### src/rtl/regfile_write_arbiter.sv
// Register-file write-port arbiter: CPU writeback has priority, while I/O writes queue in a FIFO
// and drain in free cycles, with a starvation bound that forces an I/O write through.

// Generic synchronous FIFO, storage unreset, pointers/count cleared by async reset.
// Latency: an entry pushed at an edge is visible at the head from the following cycle.
// Backpressure: none internally; the caller must not push when full or pop when empty.
module rf_io_fifo #(
  parameter int WIDTH = 8,
  parameter int DEPTH = 2
) (
  input  logic                   clock,
  input  logic                   reset,
  input  logic                   push,
  input  logic [WIDTH-1:0]       push_dat,
  input  logic                   pop,
  output logic [WIDTH-1:0]       head_dat,
  output logic [$clog2(DEPTH):0] count
);
  localparam int PW = $clog2(DEPTH);

  logic [WIDTH-1:0] mem [DEPTH];
  logic [PW-1:0]    wr_ptr;
  logic [PW-1:0]    rd_ptr;

  // DEPTH is a power of two, so the pointers wrap by plain overflow.
  always_ff @(posedge clock or negedge reset) begin
    if (!reset) begin
      wr_ptr <= '0;
      rd_ptr <= '0;
      count  <= '0;
    end else begin
      if (push) wr_ptr <= wr_ptr + 1'b1;
      if (pop)  rd_ptr <= rd_ptr + 1'b1;
      if (push && !pop)      count <= count + 1'b1;
      else if (pop && !push) count <= count - 1'b1;
    end
  end

  always_ff @(posedge clock) begin
    if (push) mem[wr_ptr] <= push_dat;
  end

  assign head_dat = mem[rd_ptr];
endmodule

// Arbitrates CPU writeback and queued I/O writes onto one registered regfile write port.
// Latency: CPU write 1 cycle; I/O write at least 2 cycles after its handshake (no bypass).
// Backpressure: io_req_ready drops when the FIFO is full; cpu_stall when I/O is forced through.
module regfile_write_arbiter #(
  parameter int ADDR_WIDTH   = 5,
  parameter int DATA_WIDTH   = 32,
  parameter int FIFO_DEPTH   = 2,
  parameter int STARVE_LIMIT = 4
) (
  input  logic                          clock,
  input  logic                          reset,
  input  logic                          cpu_we,
  input  logic [ADDR_WIDTH-1:0]         cpu_addr,
  input  logic [DATA_WIDTH-1:0]         cpu_data,
  output logic                          cpu_stall,
  input  logic                          io_req_valid,
  input  logic [ADDR_WIDTH-1:0]         io_req_addr,
  input  logic [DATA_WIDTH-1:0]         io_req_data,
  output logic                          io_req_ready,
  output logic                          rf_we,
  output logic [ADDR_WIDTH-1:0]         rf_addr,
  output logic [DATA_WIDTH-1:0]         rf_data,
  output logic [$clog2(FIFO_DEPTH):0]   io_fifo_count,
  output logic [$clog2(STARVE_LIMIT):0] starve_count
);
  localparam int CW = $clog2(FIFO_DEPTH) + 1;
  localparam int SW = $clog2(STARVE_LIMIT) + 1;
  localparam logic [CW-1:0] DEPTH_C = CW'(FIFO_DEPTH);
  localparam logic [SW-1:0] LIMIT_C = SW'(STARVE_LIMIT);

  typedef struct packed {
    logic [ADDR_WIDTH-1:0] addr;
    logic [DATA_WIDTH-1:0] data;
  } io_wr_t;

  io_wr_t push_dat;
  io_wr_t head;
  logic   cpu_vld;
  logic   fifo_vld;
  logic   force_io;
  logic   grant_io;
  logic   grant_cpu;
  logic   io_push;

  // Writes to r0 are architecturally discarded on both sides.
  assign cpu_vld      = cpu_we && (cpu_addr != '0);
  assign fifo_vld     = (io_fifo_count != '0);
  assign io_req_ready = (io_fifo_count < DEPTH_C);
  assign io_push      = io_req_valid && io_req_ready && (io_req_addr != '0);
  assign push_dat     = '{addr: io_req_addr, data: io_req_data};

  assign force_io  = (starve_count == LIMIT_C) && fifo_vld;
  assign grant_io  = force_io || (!cpu_vld && fifo_vld);
  assign grant_cpu = cpu_vld && !force_io;
  assign cpu_stall = force_io && cpu_vld;

  rf_io_fifo #(
    .WIDTH ($bits(io_wr_t)),
    .DEPTH (FIFO_DEPTH)
  ) u_io_fifo (
    .clock    (clock),
    .reset    (reset),
    .push     (io_push),
    .push_dat (push_dat),
    .pop      (grant_io),
    .head_dat (head),
    .count    (io_fifo_count)
  );

  always_ff @(posedge clock or negedge reset) begin
    if (!reset) begin
      rf_we   <= 1'b0;
      rf_addr <= '0;
      rf_data <= '0;
    end else if (grant_io) begin
      rf_we   <= 1'b1;
      rf_addr <= head.addr;
      rf_data <= head.data;
    end else if (grant_cpu) begin
      rf_we   <= 1'b1;
      rf_addr <= cpu_addr;
      rf_data <= cpu_data;
    end else begin
      rf_we   <= 1'b0;
    end
  end

  // A non-empty FIFO always produces a grant, so "CPU won while I/O waited" is the only increment case.
  always_ff @(posedge clock or negedge reset) begin
    if (!reset) begin
      starve_count <= '0;
    end else if (fifo_vld && grant_cpu) begin
      if (starve_count != LIMIT_C) starve_count <= starve_count + 1'b1;
    end else begin
      starve_count <= '0;
    end
  end
endmodule

### config.mk
export PLATFORM = sky130hd
export DESIGN_NAME = regfile_write_arbiter
export DESIGN_NICKNAME = d
export VERILOG_FILES = /design/src/rtl/regfile_write_arbiter.sv
export SDC_FILE = /design/constraint.sdc
export NUM_CORES = 1
export LEC_CHECK = 0
export ABC_AREA = 1
export BUFFER_PORTS_ARGS = -buffer_cell sky130_fd_sc_hd__buf_2
export CAP_MARGIN = 20
export CORE_MARGIN = 2
export CORE_UTILIZATION = 57
export CTS_CLUSTER_DIAMETER = 200
export DETAILED_ROUTE_END_ITERATION = 12
export HOLD_SLACK_MARGIN = 0.02
export PLACE_DENSITY_LB_ADDON = 0.25
export SYNTH_ARGS = -nofsm -noshare
export SYNTH_HDL_FRONTEND = slang
export SYNTH_SLANG_ARGS = --single-unit
### constraint.sdc
create_clock -name clock -period 5.17 [get_ports clock]
set_input_delay 0.7755 -clock clock [delete_from_list [all_inputs] [get_ports clock]]
set_output_delay 0.7755 -clock clock [all_outputs]
set_load 0.1 [all_outputs]
After elaboration in Yosys (flattened, before gate mapping)
Memories as Yosys holds them, arrays and structs flattened.
Index checks and enable logic that the tools add are counted.
{"block": "classes", "add_sub_neg": 5, "magnitude_cmp": 1, "n_eq_ne": 3, "mux": 12, "n_reduce_logical": 20}
{"cell": "32-bit two-way mux", "n": 2}
{"cell": "1-bit logical AND", "n": 10}
{"cell": "5-bit two-way mux", "n": 2}
{"cell": "5-bit nonzero test", "n": 2}
{"cell": "3-bit two-way mux", "n": 2}
{"cell": "2-bit nonzero test", "n": 3}
{"cell": "1-bit logical NOT", "n": 4}
{"cell": "1-bit two-way mux", "n": 4}
{"cell": "2-bit two-way mux", "n": 2}
{"cell": "3-bit by 1-bit adder with 3-bit output, second input constant", "n": 1}
{"cell": "3-bit == test, second input constant", "n": 1}
{"cell": "3-bit != test, second input constant", "n": 1}
{"cell": "1-bit adder, second input constant", "n": 2}
{"cell": "2-bit by 1-bit adder with 2-bit output, second input constant", "n": 1}
{"cell": "2-bit less-than comparator, second input constant", "n": 1}
{"cell": "2-bit by 1-bit != test with 1-bit output, second input constant", "n": 1}
{"cell": "2-bit by 1-bit subtractor with 2-bit output, second input constant", "n": 1}
{"cell": "1-bit logical OR", "n": 1}
{"block": "word_totals", "ff_bits": 45, "mem_bits_rw": 74, "elab_cells": 49, "mem_count": 1}
{"memory": "u_io_fifo.mem", "words": 2, "word_bits": 37, "read_ports": 1, "rd_ports_with_merged_regs": 0, "wr": 1, "line_no": "21", "text": "logic [WIDTH-1:0] mem [DEPTH];"}

Depth between registers and ports, before layout
{"block": "depth", "word_depth": 8, "depth_mapped": 12, "mapped_depth_nobuf": 11}

Hierarchy
Synthesis repeated with hierarchy kept, for this count alone.
{"block": "unflattened", "hier_cells": 387, "hier_area_um2": 5340.1}
{"module": "rf_io_fifo", "n_inst": 1, "cells_per_inst": 138, "area_per_inst_um2": 2951.6}
{"module": "regfile_write_arbiter", "n_inst": 1, "cells_per_inst": 249, "area_per_inst_um2": 2388.5}

Least setup slack after synthesis
OpenSTA, ideal clock, no wires.
{"block": "synth_path", "kind": "flip-flop to output port", "startpoint": "register u_io_fifo.count[1]", "endpoint": "output port cpu_stall", "arrival_ps": 2925, "slack_ps": 1469, "path_stages_with_launch": 5, "path_buffers": 0, "path_cell_list": "dfrtp_1 inv_2 nand2_4 nand2_4 nor2_1"}
{"block": "synth_between", "elab_chain_len": 3}
{"item": "start, declared", "line_no": "17", "text": "output logic [$clog2(DEPTH):0] count"}
{"item": "start signal, assigned", "line_no": "34", "text": "if (push && !pop) count <= count + 1'b1;"}
{"item": "start signal, assigned", "line_no": "35", "text": "else if (pop && !push) count <= count - 1'b1;"}
{"item": "2-bit nonzero test", "line_no": "92", "text": "assign fifo_vld = (io_fifo_count != '0);"}
{"item": "1-bit logical AND", "line_no": "97", "text": "assign force_io = (starve_count == LIMIT_C) && fifo_vld;"}
{"item": "1-bit logical AND", "line_no": "100", "text": "assign cpu_stall = force_io && cpu_vld;"}
{"item": "end, declared", "line_no": "60", "text": "output logic cpu_stall,"}
Every way passes these cells.

Worst setup path after layout
{"block": "layout_path", "startpoint": "register u_io_fifo.count[0]", "endpoint": "register starve_count[2]"}
{"block": "layout_between", "elab_chain_len": 6, "elab_cells_between_ends": 7, "classes_between": "eq/ne (1); mux (1); reduce/logical (5)"}
{"item": "2-bit nonzero test (*)", "line_no": "92"}
{"item": "1-bit logical AND", "line_no": "97"}
{"item": "1-bit logical NOT", "line_no": "99", "text": "assign grant_cpu = cpu_vld && !force_io;"}
{"item": "1-bit logical AND", "line_no": "99"}
{"item": "1-bit logical AND (*)", "line_no": "137", "text": "end else if (fifo_vld && grant_cpu) begin"}
{"item": "2-bit by 1-bit != test with 1-bit output (no source line) or 3-bit two-way mux (tied branches)"}
{"item": "end signal, assigned", "line_no": "138", "text": "if (starve_count != LIMIT_C) starve_count <= starve_count + 1'b1;"}
{"item": "end, declared", "line_no": "69", "text": "output logic [$clog2(STARVE_LIMIT):0] starve_count"}
Every way passes the cells marked *; elsewhere a longest branch is shown, timed or not.
A chain may end at the register's enable or synchronous reset.

==> results_dict.tcl <==
set metrics [dict create \
    status "completed" \
    nNetsFinal 649 \
    required_ns 5.60 \
    cpLargestDelayFamily "simple AND/OR/NAND/NOR gates" \
    place_congestion 0.7606 \
    cts_tree "built" \
    clkLatencyLatePin_ns 0.51 \
    hold_viol 0 \
    cp_cell_sequence "inv_2 -> nand2_4 -> nand2_4 -> nand3_2 -> inv_2 -> nand2_1 -> nor2_1" \
    fp.dieH_um 97.02 \
    rsz0062_at_grt "false" \
    port_buffers 122 \
    cts.path.max_buffers 2 \
    reg2regPathDepth 7 \
    clk_pin_slew_ns 0.06 \
    mostFrequentLayoutCells "151 x nand2_1, 122 x buf_2, 98 x nand3_1, 74 x edfxtp_1, 45 x dfrtp_1" \
    antenna_cells 0 \
    drv_cap 0 \
    numCtsBuffers 17 \
    crit_path_start_kind "flip-flop" \
    grt-ovfl-total 0 \
    drt_iter0_drc 295 \
    syn_inst 447 \
    ctsHoldBuffers 0 \
    fin_crit_ns 3.279 \
    ys_ff_latch 119 \
    critPathMaxStageDelay_ns 0.94 \
    switching_share_pct 47.05 \
    slew_violations 0 \
    syn_area_per_cell_sq_um 11.03 \
    tightest_slew_ns 1.042 \
    max_freq_ghz 0.3050 \
    rows 33 \
    dr.pass1.iters 5 \
    rr_startpoint "u_io_fifo.count[0]" \
    p_int_mw 2.375 \
    p_clk_share_pct 25.9 \
    final_common_cell "nand2_1" \
    cp_slowest_cell "inv_2" \
    finClkSkew_ns 0.005697 \
    rrSetupSlack_ns 1.89 \
    ant_nets 0 \
    post_cts_buffers 0 \
    seqPwrFrac_pct 30.8 \
    grt_start_max_net_pins 46 \
    routedWlPerCell_um 16.80 \
    powerDensity_nw_per_um2 725.6 \
    die_area_sq_um 9413 \
    routed-via-count 3776 \
    pin_count 123 \
    die_w_um 97.02 \
    synth_fp_nets 528 \
    dpl.hpwl_um 6795 \
    critPathArrivalTime_ns 3.71 \
    critPathMaxFanout 40 \
    comb_power_share_pct 43.3 \
    period_share_pct 63.43 \
    final_cells 685 \
    cp.buffers_inverters 2 \
    start_util_pct 59.43 \
    synth_warnings 0 \
    setup_viol 0 \
    endpoint_kind "flip-flop" \
    cts_sinks 119 \
    via_per_inst 5.512 \
    track_usage_pct 25.02 \
    drive_gt1_share_pct 30.00 \
    holdCritPathClass "in -> async" \
    p_leak_nw 2.848 \
    netSwitchingPower_mw 2.110 \
    drc_errors 0 \
    htreeDepth 4 \
    peakVddDrop_mv 0.4571 \
    post_cts_resized 0 \
    critPathKind "reg -> reg" \
    antenna_found_initial 1 \
    timing.rr.end "starve_count[2]" \
    synthToLayoutAreaGrowth_pct 25.32 \
    grt_pass1_wl_um 18220 \
    max-slew-margin-rel_pct 30.45 \
    core-area_sq_um 8299 \
    placed_cells 651 \
    grt_pass1_vias 3769 \
    critPathLaunch "u_io_fifo.count[0]" \
    cts-root-buf "clkbuf_8" \
    setup-tns-final_ns 0 \
    ys_seq_area_share_pct 67.88 \
    syn_area_sq_um 4932 \
    synth_cell_types 24 \
    routed_wl_um 11510 \
]
area by class of cell:
type	instances	area (sq um)
Clock buffer	19	421.7
Timing Repair Buffer	128	693.2
Inverter	12	45.04
Multi-Input combinational cell	290	1383
Tap cell	105	131.4
Clock inverter	12	158.9
Sequential cell	119	3348
Fill cell	567	2118
Yosys cell counts:
library cell,instances,area share [%]
o21ai_1,1,0.10
buf_2,11,1.1
mux2i_1,1,0.20
clkbuf_1,4,0.30
o211ai_1,1,0.15
xnor2_1,2,0.36
xor2_1,2,0.36
buf_6,3,0.68
ha_1,3,0.76
dfrtp_1,45,23
nor3_1,1,0.10
nand2_4,3,0.68
o21ai_0,1,0.10
nor2_1,12,0.91
edfxtp_1,74,45
nand3_1,98,9.9
nand4_1,1,0.13
inv_1,8,0.61
inv_2,4,0.30
nand2_1,151,11
nand3_2,11,2.2
a21oi_1,2,0.20
buf_4,7,1.1
buf_8,1,0.30
layer usage:
layer  GRT usage, %  wire (um)  vias up
li1               -          -     1762
met1          30.24       4670     1817
met2          41.93       5781      172
met3          7.442        831       23
met4          10.62        210        2
met5              0         17        -
through the flow:
step	util [%]	hold slack, ns	power [mW]	area [sq um]	worst slack [ns]
2_1_floorplan	-	0.4799	2.967	4932	1.469
3_3_place_gp	66.76	0.4721	3.276	5540	2.068
3_5_place_dp	66.76	0.4981	3.314	5540	1.995
4_1_cts	73.75	0.4315	4.483	6121	1.915
5_1_grt	74.48	0.2752	4.667	6181	1.689
6_report	74.48	0.2461	4.485	6181	1.891
kinds of logic after synthesis:
group,synth area share (%)
AO/OA/AOI/OAI,0.5580
XOR/XNOR,0.7104
adder cells (fa/ha/maj),0.7611
buffers and inverters,4.388
flip-flops,67.88
multiplexers,0.2030
AND/OR/NAND/NOR,25.49
sequential cells by signal (all words and copies together), names as in the netlist:
| name | flops |
|---|---|
| rf_addr | 5 |
| rf_data | 32 |
| rf_we | 1 |
| starve_count | 3 |
| u_io_fifo.count | 2 |
| u_io_fifo.mem | 74 |
| u_io_fifo.rd_ptr | 1 |
| u_io_fifo.wr_ptr | 1 |
worst max-delay path by stage:
stage	endpoint	slack, ns	depth (start not counted)
after floorplan	cpu_stall	1.47	4
final	starve_count[2]	1.89	7
after CTS	starve_count[2]	1.91	7
after global placement	starve_count[0]	2.07	7
after global routing	starve_count[2]	1.69	7
after detailed placement	starve_count[2]	2.00	7
power groups by stage:
stage                     Clock, mW  Sequential [mW]  Combinational [mW]
after floorplan                   0             2.35               0.621
after global placement            0             1.38                1.89
after detailed placement          0             1.40                1.92
after CTS                      1.17             1.38                1.93
after global routing           1.22             1.40                2.05
final                          1.16             1.38                1.94
No activity file was read; power rests on OpenSTA's default activity.
